==> src/rtl/sound_pkg.sv <==
// rtl/sound_pkg.sv - shared types and constants for the sound request arbiter
package sound_pkg;

  typedef enum logic [1:0] {IDLE, PLAY, GAP} state_t;

  // Board source map; index 0 is the highest priority
  localparam int SRC_KEY_ENTER = 0;
  localparam int SRC_HOLE      = 1;
  localparam int SRC_BALL      = 2;
  localparam int SRC_BORDER    = 3;
  localparam int SRC_KEY_X     = 4;
  localparam int SRC_KEY_Y     = 5;

  // Defaults: 250 ms tone, 50 ms gap at 50 MHz
  localparam int DEF_NUM_SRC     = 6;
  localparam int DEF_PLAY_CYCLES = 12_500_000;
  localparam int DEF_GAP_CYCLES  = 2_500_000;
  localparam int DEF_PREEMPT     = 1;
  localparam int DEF_CNT_W       = 24;

endpackage

==> src/rtl/prio_encoder.sv <==
// rtl/prio_encoder.sv - lowest-index-wins priority encoder
module prio_encoder #(
  parameter int N    = 6,
  parameter int ID_W = 3
) (
  input  logic [N-1:0]    vec,
  output logic            valid,
  output logic [ID_W-1:0] idx
);

  always_comb begin
    valid = |vec;
    idx   = '0;
    // Scan downward so the lowest set index is the last one written
    for (int i = N - 1; i >= 0; i--) begin
      if (vec[i]) idx = ID_W'(i);
    end
  end

endmodule

==> src/rtl/sound_request_arbiter.sv <==
// rtl/sound_request_arbiter.sv - latches sound events and plays them one at a time
// by fixed priority, with a timed tone, optional silent gap and optional pre-emption.
module sound_request_arbiter
  import sound_pkg::*;
#(
  parameter int NUM_SRC     = DEF_NUM_SRC,
  parameter int PLAY_CYCLES = DEF_PLAY_CYCLES,
  parameter int GAP_CYCLES  = DEF_GAP_CYCLES,
  parameter int PREEMPT     = DEF_PREEMPT,
  parameter int CNT_W       = DEF_CNT_W,
  localparam int ID_W       = (NUM_SRC > 1) ? $clog2(NUM_SRC) : 1
) (
  input  logic               clk,
  input  logic               resetN,
  input  logic [NUM_SRC-1:0] event_i,
  input  logic               mute_i,
  output logic               sound_on,
  output logic [ID_W-1:0]    tone_id,
  output logic               tone_start,
  output logic [NUM_SRC-1:0] pending_o,
  output logic               busy
);

  state_t             state, state_nxt;
  logic [CNT_W-1:0]   cnt, cnt_nxt;
  logic [NUM_SRC-1:0] pending, grant_clear;
  logic [ID_W-1:0]    winner, tone_id_nxt;
  logic               win_valid, grant;

  prio_encoder #(
    .N    (NUM_SRC),
    .ID_W (ID_W)
  ) u_prio (
    .vec   (pending),
    .valid (win_valid),
    .idx   (winner)
  );

  always_comb begin
    state_nxt   = state;
    cnt_nxt     = cnt;
    tone_id_nxt = tone_id;
    grant       = 1'b0;
    if (mute_i) begin
      state_nxt = IDLE;
    end else begin
      case (state)
        IDLE: begin
          if (win_valid) grant = 1'b1;
        end
        PLAY: begin
          // A pre-empting grant also wins over the natural end of the tone
          if (PREEMPT != 0 && win_valid && winner < tone_id) begin
            grant = 1'b1;
          end else if (cnt == '0) begin
            if (GAP_CYCLES == 0) begin
              state_nxt = IDLE;
            end else begin
              state_nxt = GAP;
              cnt_nxt   = CNT_W'(GAP_CYCLES - 1);
            end
          end else begin
            cnt_nxt = cnt - 1'b1;
          end
        end
        GAP: begin
          if (cnt == '0) state_nxt = IDLE;
          else           cnt_nxt   = cnt - 1'b1;
        end
        default: state_nxt = IDLE;
      endcase
    end
    if (grant) begin
      state_nxt   = PLAY;
      cnt_nxt     = CNT_W'(PLAY_CYCLES - 1);
      tone_id_nxt = winner;
    end
  end

  assign grant_clear = grant ? (NUM_SRC'(1) << winner) : '0;

  always_ff @(posedge clk or negedge resetN) begin
    if (!resetN) begin
      state      <= IDLE;
      cnt        <= '0;
      pending    <= '0;
      tone_id    <= '0;
      tone_start <= 1'b0;
    end else begin
      state      <= state_nxt;
      cnt        <= cnt_nxt;
      tone_id    <= tone_id_nxt;
      tone_start <= grant;
      pending    <= mute_i ? '0 : ((pending | event_i) & ~grant_clear);
    end
  end

  assign sound_on  = (state == PLAY);
  assign busy      = (state != IDLE);
  assign pending_o = pending;

endmodule

==> config.mk <==
export PLATFORM = sky130hd
export DESIGN_NAME = sound_request_arbiter
export DESIGN_NICKNAME = d
export VERILOG_FILES = /design/src/rtl/sound_pkg.sv /design/src/rtl/prio_encoder.sv /design/src/rtl/sound_request_arbiter.sv
export SDC_FILE = /design/constraint.sdc
export NUM_CORES = 1
export LEC_CHECK = 0
export CORE_AREA = 2 2 87 56
export DETAILED_ROUTE_END_ITERATION = 6
export DIE_AREA = 0 0 89 58
export PLACE_DENSITY = 0.7
export SETUP_SLACK_MARGIN = 0.02
export SLEW_MARGIN = 5
export SYNTH_ARGS = -nofsm -noshare
export SYNTH_HDL_FRONTEND = slang
export SYNTH_HIERARCHICAL = 1
export SYNTH_SLANG_ARGS = --single-unit
export TNS_END_PERCENT = 50
==> constraint.sdc <==
create_clock -name clk -period 3.3 [get_ports clk]
set_input_delay 0.66 -clock clk [delete_from_list [all_inputs] [get_ports clk]]
set_output_delay 0.66 -clock clk [all_outputs]
set_load 0.05 [all_outputs]
==> metrics.log, run 1 <==
[metrics] setup TNS after final layout: 0 ns
[metrics] final critical path time including I/O delays and setup: just over 3 ns
[metrics] run status: finished, final reports clean
[metrics] commonest cells after routing, fill and taps aside: 36 x sky130_fd_sc_hd__dfrtp_1, 29 x sky130_fd_sc_hd__nor2_1, 19 x sky130_fd_sc_hd__nand2_1, 19 x sky130_fd_sc_hd__o21ai_1, 19 x sky130_fd_sc_hd__clkdlybuf4s50_1
[metrics] fraction of the core area covered by cells at the end of the flow: 0.5735
[metrics] data arrival at the endpoint of the critical path: 3.20 ns
[metrics] count of unresolved DRC violations after routing: 0
[metrics] Post-Place Worst Slack: 0.1559 ns
[metrics] Worst VDD drop: around 440 uV
[metrics] crit path cell chain: or4_1 > nor2_1 > ha_1 > and2_1 > a221oi_1 > a21oi_1 > nor3_1 > a311oi_1
[metrics] number of flops mapped to enable cells by yosys: 0
[metrics] top fanout value on the critical path: 6
[metrics] slowest stage cell, crit path: sky130_fd_sc_hd__nor3_1
[metrics] final worst slack: between 0.2 and 0.25 ns
[metrics] maximum number of pins on one net before global-route repair: 37
[metrics] number of placement rows: 19
[metrics] total of max-cap violations: 0
[metrics] number of storage elements in the synthesis netlist: 36
[metrics] Reg2Reg Setup Slack: around 0.25 ns
[metrics] class of the tightest hold or removal check: in -> async
[metrics] synthesized area divided by synthesized cell count: slightly below 9 um2
[metrics] class of the most critical setup path: reg -> reg
[metrics] sequential cell area: approximately 900 um2
[metrics] final-stage net count: between 200 and 300
[metrics] fin. max-slew vios: 0
[metrics] global-route wire length before repair: ~9.2 mm
[metrics] crit path capture type: register
[metrics] reported leakage power: slightly below 1 nW
[metrics] buffers plus inverters on the worst setup path: 0
[metrics] power density of the placed cells: 624.8 nW/um2
[metrics] RePlAce Congestion: 0.8734
[metrics] net count of the mapped netlist: ~250
[metrics] floorplan die area: 5162 um2
[metrics] prevailing post-synth register cell: sky130_fd_sc_hd__dfrtp_1
[metrics] router iterations before antenna repair: 5
[metrics] number of global-route vias before repair: 1,800
[metrics] Clock Sinks: 36
[metrics] number of buffers inserted during clock tree synthesis: 5
[metrics] relative max-transition margin: 0.4479
[metrics] distinct cell type count after synthesis: 48
[metrics] slew at the pin closest to its max-slew limit: slightly above 0.8 ns
[metrics] Max Clk Rate: 327.5 MHz
[metrics] number of DRC violations after detailed-routing iteration 0: about 190
[metrics] buffer depth of the longest clock path: 2
[metrics] All-Layer GR Usage: 0.2406
[metrics] clock-pin slew reported for the worst setup and hold paths after clock tree synthesis: ~0.070 ns
[metrics] clock latency of the later-clocked register in the worst-skew pair: about 0.3 ns
[metrics] number of filler cells placed in the layout: approximately 400
[metrics] total global routing overflow: 0
[metrics] RSZ-0062 raised after global routing: no
[metrics] total vias in the final route: approximately 2,000
[metrics] average wire per standard cell: approximately 17 um
[metrics] via/cell ratio: 6.088
[metrics] Post-Syn Instances: between 200 and 250
[metrics] final antenna diode count: 0
[metrics] count of yosys warnings during synthesis: 6
[metrics] sequential share of the synthesized area: 0.4278
[metrics] Layout area overhead: 19.13%
[metrics] fraction of synthesis flops using an asynchronous set or reset pin: 1.000
[metrics] fraction of final layout cells sized beyond drive strength 1: 0.09774
[metrics] TritonCTS clock tree: yes
[metrics] Detail Placement HPWL: 4.076 mm
[metrics] cell area after synthesis: ~2100 um2
[metrics] kind of cell adding the most delay to the critical path: simple AND/OR/NAND/NOR gates
[metrics] count of pins on the block boundary: 21
[metrics] Clock Skews: between 0.01 and 0.015 ns
[metrics] total count of hold-check failures in the final report: 0
[metrics] Port Buffers: 20
[metrics] H-Tree Level Count: 2
[metrics] worst path required time: between 3 and 4 ns
[metrics] commonest non-fill, non-tap cell in the layout: sky130_fd_sc_hd__dfrtp_1
[metrics] DIE HEIGHT: between 50 and 60 um
[metrics] root buffer selected by CTS: sky130_fd_sc_hd__clkbuf_8
[metrics] number of antenna violations at the first check in global routing: 0
[metrics] post-route worst hold slack: 0.4566 ns
[metrics] Final ANT Viol Nets: 0
[metrics] peak per-stage delay on the critical path: 0.56 ns
[metrics] multi-input logic area: 1140 um2
[metrics] final routed wirelength across all metal layers: between 5 and 6 mm
[metrics] starting density of the core: 0.4814
[metrics] type of origin of the critical path: register
[metrics] area of the placeable core: around 4400 um2
[metrics] x dimension of the die: between 80 and 90 um
[metrics] share of the cycle needed by the critical path after routing: 0.9254
[metrics] Final setup viols: 0
[cell usage after synthesis (2+ instances only)]
library cell                 n  share of area
sky130_fd_sc_hd__a211o_1     3          0.012
sky130_fd_sc_hd__a211oi_1    3          0.011
sky130_fd_sc_hd__a21oi_1    14          0.033
sky130_fd_sc_hd__a221oi_1    2         0.0083
sky130_fd_sc_hd__a22o_1      4          0.017
sky130_fd_sc_hd__a2bb2oi_1   3          0.012
sky130_fd_sc_hd__a311oi_1    4          0.017
sky130_fd_sc_hd__buf_2       4         0.0095
sky130_fd_sc_hd__clkbuf_1    2         0.0036
sky130_fd_sc_hd__dfrtp_1    36           0.43
sky130_fd_sc_hd__ha_1        4          0.024
sky130_fd_sc_hd__inv_1      10          0.018
sky130_fd_sc_hd__nand2_1    19          0.034
sky130_fd_sc_hd__nand2b_1    5          0.015
sky130_fd_sc_hd__nand3_1     6          0.014
sky130_fd_sc_hd__nand4_1     3         0.0089
sky130_fd_sc_hd__nor2_1     29          0.052
sky130_fd_sc_hd__nor3_1     13          0.031
sky130_fd_sc_hd__nor3b_1     3          0.011
sky130_fd_sc_hd__nor4_1      5          0.015
sky130_fd_sc_hd__nor4_2      2          0.012
sky130_fd_sc_hd__o21ai_0     8          0.019
sky130_fd_sc_hd__o21ai_1    19          0.045
sky130_fd_sc_hd__o2bb2ai_1   4          0.017
sky130_fd_sc_hd__o41ai_1     3          0.012
sky130_fd_sc_hd__or2_2       4          0.012
sky130_fd_sc_hd__or3_1       4          0.012
sky130_fd_sc_hd__or4_1       3          0.011
[cell type report]
class / instances / area share
Tap cell: 63 / 0.03142
Clock buffer: 5 / 0.02743
Inverter: 10 / 0.01496
Timing Repair Buffer: 26 / 0.09576
Multi-Input combinational cell: 186 / 0.4544
Clock inverter: 3 / 0.01696
Sequential cell: 36 / 0.3591
[worst register-to-register path, delay by kind of cell (launching register included)]
| kind | cells | cell delay (ns) |
|---|---|---|
| AOI/OAI and AO/OA | 3 | 0.78 |
| adders and majority gates | 1 | 0.26 |
| DFF | 1 | 0.44 |
| and+or+nand+nor | 4 | 1.43 |
[power breakdown]
group	switching, mW	leakage [nW]	internal, mW
clock network	0.172	0.0541	0.224
logic	0.382	0.495	0.209
registers	0.0753	0.411	0.506
[cells by family after synthesis]
group | Yosys count | synth area share
AND/OR/NAND/NOR | 106 | 0.2698
AO/OA/AOI/OAI | 75 | 0.2407
flip-flops | 36 | 0.4278
buffers and inverters | 17 | 0.03268
adder cells (fa/ha/maj) | 4 | 0.02377
multiplexers | 1 | 0.005347
[through the flow]
step	instances	total power, mW	area (um2)
global placement	321	1.156	2394
CTS	329	1.561	2505
floorplan	239	0.9581	2106
global route	329	1.650	2509
finish	329	1.567	2509
detailed placement	321	1.165	2394
[routing by layer]
layer / track usage / vias up / wire length [um]
li1: - / 948 / -
met2: 0.2932 / 94 / 2207
met4: 0.06183 / 0 / 55
met3: 0.06268 / 6 / 543
met5: 0 / - / 0
met1: 0.4090 / 955 / 2871
[registers in the layout (all words and copies together) (netlist names)]
name        count
cnt            24
pending_o       6
state           2
tone_id         3
tone_start      1
[timing repair]
| item | 4_1_cts | 5_1_grt |
|---|---|---|
| hold buffers | 0 | 0 |
| endpoints found under the setup margin | 0 | 4 |
| gates resized for setup | 0 | 1 |
| buffers inserted | 0 | 0 |
[path summary, 6_finish.rpt]
path | from | to | cells after the start
min | resetN | tone_id[0] | 1
max | pending_o[1] | pending_o[2] | 8
max in group asynchronous | resetN | cnt[2] | 1
min in group clk | cnt[13] | cnt[13] | 1
min reg2reg | cnt[13] | cnt[13] | 1
max reg2reg | pending_o[1] | pending_o[2] | 8
Power figures use the tool's default switching activity.
==> inputs of run 2 (changes only) <==
--- a/config.mk
+++ b/config.mk
@@ -8,7 +8,7 @@
 export CORE_AREA = 2 2 87 56
 export DETAILED_ROUTE_END_ITERATION = 6
 export DIE_AREA = 0 0 89 58
-export PLACE_DENSITY = 0.7
+export PLACE_DENSITY = 0.81
 export SETUP_SLACK_MARGIN = 0.02
 export SLEW_MARGIN = 5
 export SYNTH_ARGS = -nofsm -noshare
==> run 2 against run 1 <==
Net effect: count of clock-buffer cells in the layout unchanged; critical path depth increased by 1; combinational power about the same; critical endpoint is now cnt[16]; global-route usage decreased by 0.85 points; clock skew decreased by 0.0044 ns; die area unchanged; setup slack improved by 0.13 ns; register-to-register slack improved by 0.13 ns; total power about the same; sequential power about the same; non-clock buffer count unchanged.
==> metrics.log, run 2 (synthesis gave the netlist of run 1 again) <==
[metrics] Detail Placement HPWL: between 4 and 5 mm
[metrics] worst path required time: ~3.5 ns
[metrics] All-Layer GR Usage: 0.2321
[metrics] number of antenna violations at the first check in global routing: 0
[metrics] critical path depth in cells: 9
[metrics] most used cell along the critical path: sky130_fd_sc_hd__nor2_1
[metrics] Reg2Reg Setup Slack: 0.38 ns
[metrics] number of DRC violations after detailed-routing iteration 0: around 170
[metrics] number of filler cells placed in the layout: between 300 and 400
[metrics] crit path capture type: register
[metrics] number of buffers inserted during clock tree synthesis: 5
[metrics] Layout area overhead: 19.13%
[metrics] number of placement rows: 19
[metrics] total vias in the final route: between 2,000 and 2,500
[metrics] Clock Skews: 0.007164 ns
[metrics] fin. max-slew vios: 0
[metrics] commonest cells after routing, fill and taps aside: 36 x sky130_fd_sc_hd__dfrtp_1, 29 x sky130_fd_sc_hd__nor2_1, 19 x sky130_fd_sc_hd__nand2_1, 19 x sky130_fd_sc_hd__o21ai_1, 19 x sky130_fd_sc_hd__clkdlybuf4s50_1
[metrics] Final ANT Viol Nets: 0
[metrics] fraction of final layout cells sized beyond drive strength 1: 0.09774
[metrics] GRT met1 Usage: 0.3832
[metrics] reported leakage power: 0.9602 nW
[metrics] RSZ-0062 raised after global routing: no
[metrics] end of the worst register-to-register path: cnt[16]
[metrics] x dimension of the die: ~89 um
[metrics] root buffer selected by CTS: sky130_fd_sc_hd__clkbuf_8
[metrics] flip-flop count of the largest register, all copies and words added: 24
[metrics] maximum number of pins on one net before global-route repair: 37
[metrics] Port Buffers: 20
[metrics] CP endpoint: cnt[16]
[metrics] share of the cycle needed by the critical path after routing: 0.8860
[metrics] average wire per standard cell: 17.01 um
[metrics] data arrival at the endpoint of the critical path: about 3.1 ns
[metrics] clock latency of the later-clocked register in the worst-skew pair: approximately 0.29 ns
[metrics] crit path cell chain: or4_1 > nor2_1 > ha_1 > and2_1 > a221oi_1 > nand2b_1 > a211o_1 > o211a_1 > nor2_1
[metrics] path depth of the worst reg2reg path: 9
[metrics] global-route wire length before repair: 8.894 mm
[metrics] commonest non-fill, non-tap cell in the layout: sky130_fd_sc_hd__dfrtp_1
[metrics] final critical path time including I/O delays and setup: a little under 3 ns
[metrics] area of the placeable core: 4374 um2
[metrics] top fanout value on the critical path: 12
[metrics] relative max-transition margin: 0.4638
[metrics] total count of hold-check failures in the final report: 0
[metrics] floorplan die area: 5162 um2
[metrics] clock-pin slew reported for the worst setup and hold paths after clock tree synthesis: approximately 0.080 ns
[metrics] final antenna diode count: 0
[metrics] power density of the placed cells: between 600 and 700 nW/um2
[metrics] router iterations before antenna repair: 5
[metrics] setup TNS after final layout: 0 ns
[metrics] peak per-stage delay on the critical path: approximately 0.53 ns
[metrics] fraction of the core area covered by cells at the end of the flow: 0.5735
[metrics] r2r startpoint: pending_o[1]
[metrics] met2 track utilization from global routing: 0.2942
[metrics] Worst setup startpoint: pending_o[1]
[metrics] via/cell ratio: 6.094
[metrics] slowest stage cell, crit path: sky130_fd_sc_hd__or4_1
[metrics] Clock Sinks: 36
[metrics] Worst VDD drop: 327.7 uV
[metrics] class of the most critical setup path: reg -> reg
[metrics] Final setup viols: 0
[metrics] count of unresolved DRC violations after routing: 0
[metrics] TritonCTS clock tree: yes
[metrics] most utilized layer in the global route result: met1
[metrics] total of max-cap violations: 0
[metrics] count of pins on the block boundary: 21
[metrics] run status: finished, final reports clean
[metrics] Biggest register: cnt
[metrics] RePlAce Congestion: 0.8900
[metrics] met3 demand-to-capacity share in global routing: 0.06410
[metrics] Max Clk Rate: roughly 340 MHz
[metrics] kind of cell adding the most delay to the critical path: simple AND/OR/NAND/NOR gates
[metrics] final routed wirelength across all metal layers: between 5 and 6 mm
[metrics] DIE HEIGHT: approximately 58 um
[metrics] H-Tree Level Count: 2
[metrics] slew at the pin closest to its max-slew limit: slightly above 0.8 ns
[metrics] buffers plus inverters on the worst setup path: 0
[metrics] total global routing overflow: 0
[metrics] buffer depth of the longest clock path: 2
[metrics] final-stage net count: around 280
[metrics] number of global-route vias before repair: 1,764
[metrics] class of the tightest hold or removal check: in -> async
[metrics] type of origin of the critical path: register
[metrics] starting density of the core: 0.4814
[run 2: cell counts in the layout (fill, tap and decap cells not counted)]
No cell type changed its count.
[run 2: area by class of cell]
| type | instances | area (um2) | area share |
|---|---|---|---|
| multi-input cells | 186 | 1140 | 0.4544 |
| inverters | 10 | 37.54 | 0.01496 |
| repair buffers | 26 | 240.2 | 0.09576 |
| flip-flops and latches | 36 | 900.9 | 0.3591 |
| clock inverters | 3 | 42.54 | 0.01696 |
| well taps | 63 | 78.83 | 0.03142 |
| clock buffers | 5 | 68.82 | 0.02743 |
[run 2: what timing repair did]
action,CTS,global route
hold buffers,0,0
endpoints found under the setup margin,0,2
gates resized for setup,0,1
buffers inserted,0,0
[run 2: power breakdown]
part	switching (mW)	total [mW]	internal (mW)
clock	0.173	0.397	0.224
combinational	0.378	0.588	0.210
sequential	0.0763	0.582	0.506
total	0.627	1.57	0.939
[run 2: how the worst min path moves through the flow]
stage | depth (start not counted) | startpoint | to | slack [ns]
6_report | 1 | resetN | pending_o[4] | 0.45
5_1_grt | 1 | resetN | pending_o[5] | 0.53
4_1_cts | 1 | resetN | pending_o[5] | 0.49
3_5_place_dp | 1 | cnt[0] | cnt[0] | 0.51
3_3_place_gp | 1 | cnt[0] | cnt[0] | 0.50
2_1_floorplan | 0 | resetN | cnt[0] | 0.36
[run 2: per-layer routing]
metal / vias up / wire (um)
li1: 949 / -
met5: - / 0
met3: 6 / 536
met2: 101 / 2207
met1: 949 / 2817
met4: 0 / 36
[run 2: per-stage QoR]
step	total power [mW]	setup slack, ns	instances	area [um2]	hold slack, ns
3_5_place_dp	1.165	0.2775	321	2394	0.5119
3_3_place_gp	1.149	0.4240	321	2394	0.4992
4_1_cts	1.557	0.3062	329	2505	0.4859
5_1_grt	1.642	0.1543	329	2509	0.5286
6_report	1.566	0.3762	329	2509	0.4528
2_1_floorplan	0.9581	0.2190	239	2106	0.3644
==> inputs of run 3 (changes only) <==
--- a/config.mk
+++ b/config.mk
@@ -5,10 +5,10 @@
 export SDC_FILE = /design/constraint.sdc
 export NUM_CORES = 1
 export LEC_CHECK = 0
-export CORE_AREA = 2 2 87 56
+export CORE_AREA = 2 2 83 53
 export DETAILED_ROUTE_END_ITERATION = 6
-export DIE_AREA = 0 0 89 58
-export PLACE_DENSITY = 0.81
+export DIE_AREA = 0 0 85 55
+export PLACE_DENSITY = 0.87
 export SETUP_SLACK_MARGIN = 0.02
 export SLEW_MARGIN = 5
 export SYNTH_ARGS = -nofsm -noshare
==> run 3 against run 2 <==
Net effect: global-route usage up 2.9 points; clock skew down 0.0052 ns; combinational power down 0.9%; total power down 4.7%; setup slack worse by 0.16 ns; sequential share of layout area up 0.55 points; flip-flop and latch count unchanged; critical path type unchanged; largest power group is now sequential cells; highest routed layer unchanged.
==> metrics.log, run 3 (synthesis gave the netlist of run 1 again) <==
[metrics] final antenna diode count: 0
[metrics] total vias in the final route: approximately 2,000
[metrics] final worst slack: ~0.21 ns
[metrics] clock-pin slew reported for the worst setup and hold paths after clock tree synthesis: 0.07 ns
[metrics] type of origin of the critical path: register
[metrics] H-Tree Level Count: 2
[metrics] Detail Placement HPWL: between 3 and 4 mm
[metrics] Final setup viols: 0
[metrics] Final ANT Viol Nets: 0
[metrics] area of the placeable core: between 3000 and 4000 um2
[metrics] fin. max-slew vios: 0
[metrics] commonest non-fill, non-tap cell in the layout: sky130_fd_sc_hd__dfrtp_1
[metrics] buffer depth of the longest clock path: 2
[metrics] final critical path time including I/O delays and setup: 3.087 ns
[metrics] Biggest register: cnt
[metrics] crit path capture type: register
[metrics] kind of cell adding the most delay to the critical path: simple AND/OR/NAND/NOR gates
[metrics] count of unresolved DRC violations after routing: 0
[metrics] RSZ-0062 raised after global routing: no
[metrics] crit path cell chain: or4_1 > or3_1 > nand2b_1 > a221oi_1 > nand2b_1 > a211oi_1 > buf_4 > a32o_1
[metrics] via/cell ratio: around 6.3
[metrics] number of global-route vias before repair: between 1,500 and 2,000
[metrics] flip-flop count of the largest register, all copies and words added: 24
[metrics] x dimension of the die: between 80 and 90 um
[metrics] class of the tightest hold or removal check: in -> async
[metrics] power density of the placed cells: 604.0 nW/um2
[metrics] commonest cells after routing, fill and taps aside: 36 x sky130_fd_sc_hd__dfrtp_1, 29 x sky130_fd_sc_hd__nor2_1, 19 x sky130_fd_sc_hd__nand2_1, 19 x sky130_fd_sc_hd__o21ai_1, 19 x sky130_fd_sc_hd__clkdlybuf4s50_1
[metrics] Layout area overhead: 17.35%
[metrics] peak per-stage delay on the critical path: between 0.8 and 0.9 ns
[metrics] total count of hold-check failures in the final report: 0
[metrics] slew at the pin closest to its max-slew limit: between 0.9 and 1 ns
[metrics] data arrival at the endpoint of the critical path: ~3.3 ns
[metrics] clock latency of the later-clocked register in the worst-skew pair: 0.29 ns
[metrics] average wire per standard cell: 17.22 um
[metrics] starting density of the core: 0.5343
[metrics] floorplan die area: 4675 um2
[metrics] Clock Sinks: 36
[metrics] relative max-transition margin: 0.3479
[metrics] TritonCTS clock tree: yes
[metrics] share of the cycle needed by the critical path after routing: 0.9355
[metrics] worst path required time: about 3.5 ns
[metrics] number of antenna violations at the first check in global routing: 0
[metrics] number of buffers inserted during clock tree synthesis: 5
[metrics] RePlAce Congestion: 0.9328
[metrics] number of placement rows: 18
[metrics] Clock Skews: ~0.0019 ns
[metrics] root buffer selected by CTS: sky130_fd_sc_hd__clkbuf_8
[metrics] number of DRC violations after detailed-routing iteration 0: ~170
[metrics] run status: finished, final reports clean
[metrics] Post-Place Worst Slack: between 0.15 and 0.2 ns
[metrics] fraction of final layout cells sized beyond drive strength 1: 0.09023
[metrics] post-place instance area: approximately 2400 um2
[metrics] Worst VDD drop: a little over 500 uV
[metrics] setup TNS after final layout: 0 ns
[metrics] Max Clk Rate: between 300 and 400 MHz
[metrics] Port Buffers: 20
[metrics] reported leakage power: roughly 0.95 nW
[metrics] total global routing overflow: 0
[metrics] post-route design area: 2471 um2
[metrics] slowest stage cell, crit path: sky130_fd_sc_hd__a211oi_1
[metrics] class of the most critical setup path: reg -> reg
[metrics] total of max-cap violations: 0
[metrics] most used cell along the critical path: sky130_fd_sc_hd__nand2b_1
[metrics] final-stage net count: roughly 280
[metrics] global-route wire length before repair: 9.301 mm
[metrics] buffers plus inverters on the worst setup path: 1
[metrics] Design Power: ~1.5 mW
[metrics] All-Layer GR Usage: 0.2612
[metrics] DIE HEIGHT: about 55 um
[metrics] final routed wirelength across all metal layers: 5.442 mm
[metrics] top fanout value on the critical path: 7
[metrics] maximum number of pins on one net before global-route repair: 37
[metrics] count of pins on the block boundary: 21
[metrics] router iterations before antenna repair: 4
==> run 3: worst paths after layout <==
| kind | slack (ns) | end | cells after the start | from |
|---|---|---|---|---|
| max reg2reg | 0.21 | cnt[9] | 8 | pending_o[0] |
| min reg2reg | 0.53 | cnt[13] | 1 | cnt[13] |
| min | 0.48 | tone_start | 1 | resetN |
| max in group asynchronous | 2.27 | cnt[21] | 1 | resetN |
| min in group clk | 0.53 | cnt[13] | 1 | cnt[13] |
| max | 0.21 | cnt[9] | 8 | pending_o[0] |
==> run 3: repair_timing <==
| item | 4_1_cts | 5_1_grt |
|---|---|---|
| endpoints found under the setup margin | 0 | 2 |
| gates resized for setup | 0 | 1 |
| hold buffers | 0 | 0 |
| buffers inserted | 0 | 0 |
==> run 3: layer usage <==
metal	up-vias	GRT usage	routed length, um
met1	947	0.3800	2678
met5	-	0	0
met3	8	0.06083	471
met2	82	0.4010	2251
li1	948	-	-
met4	0	0.05820	40
==> run 3: final cells by class <==
type / count / area [um2]
Inverter: 10 / 37.54
Timing Repair Buffer: 26 / 240.2
Clock buffer: 8 / 90.09
Tap cell: 50 / 62.56
Fill cell: 327 / 1470
Multi-Input combinational cell: 186 / 1140
Sequential cell: 36 / 900.9
==> run 3: power by group <==
| part | internal (mW) | switching (mW) | total, mW |
|---|---|---|---|
| logic | 0.208 | 0.375 | 0.583 |
| clock network | 0.170 | 0.155 | 0.326 |
| registers | 0.506 | 0.0781 | 0.584 |
| total | 0.885 | 0.608 | 1.49 |
==> run 3: stage by stage <==
stage               instances  hold WS (ns)    util
global placement          308        0.5033  0.6032
detailed placement        308        0.5178  0.6032
CTS                       316        0.5118  0.6260
floorplan                 239        0.3644       -
global route              316        0.5595  0.6270
finish                    316        0.4766  0.6270
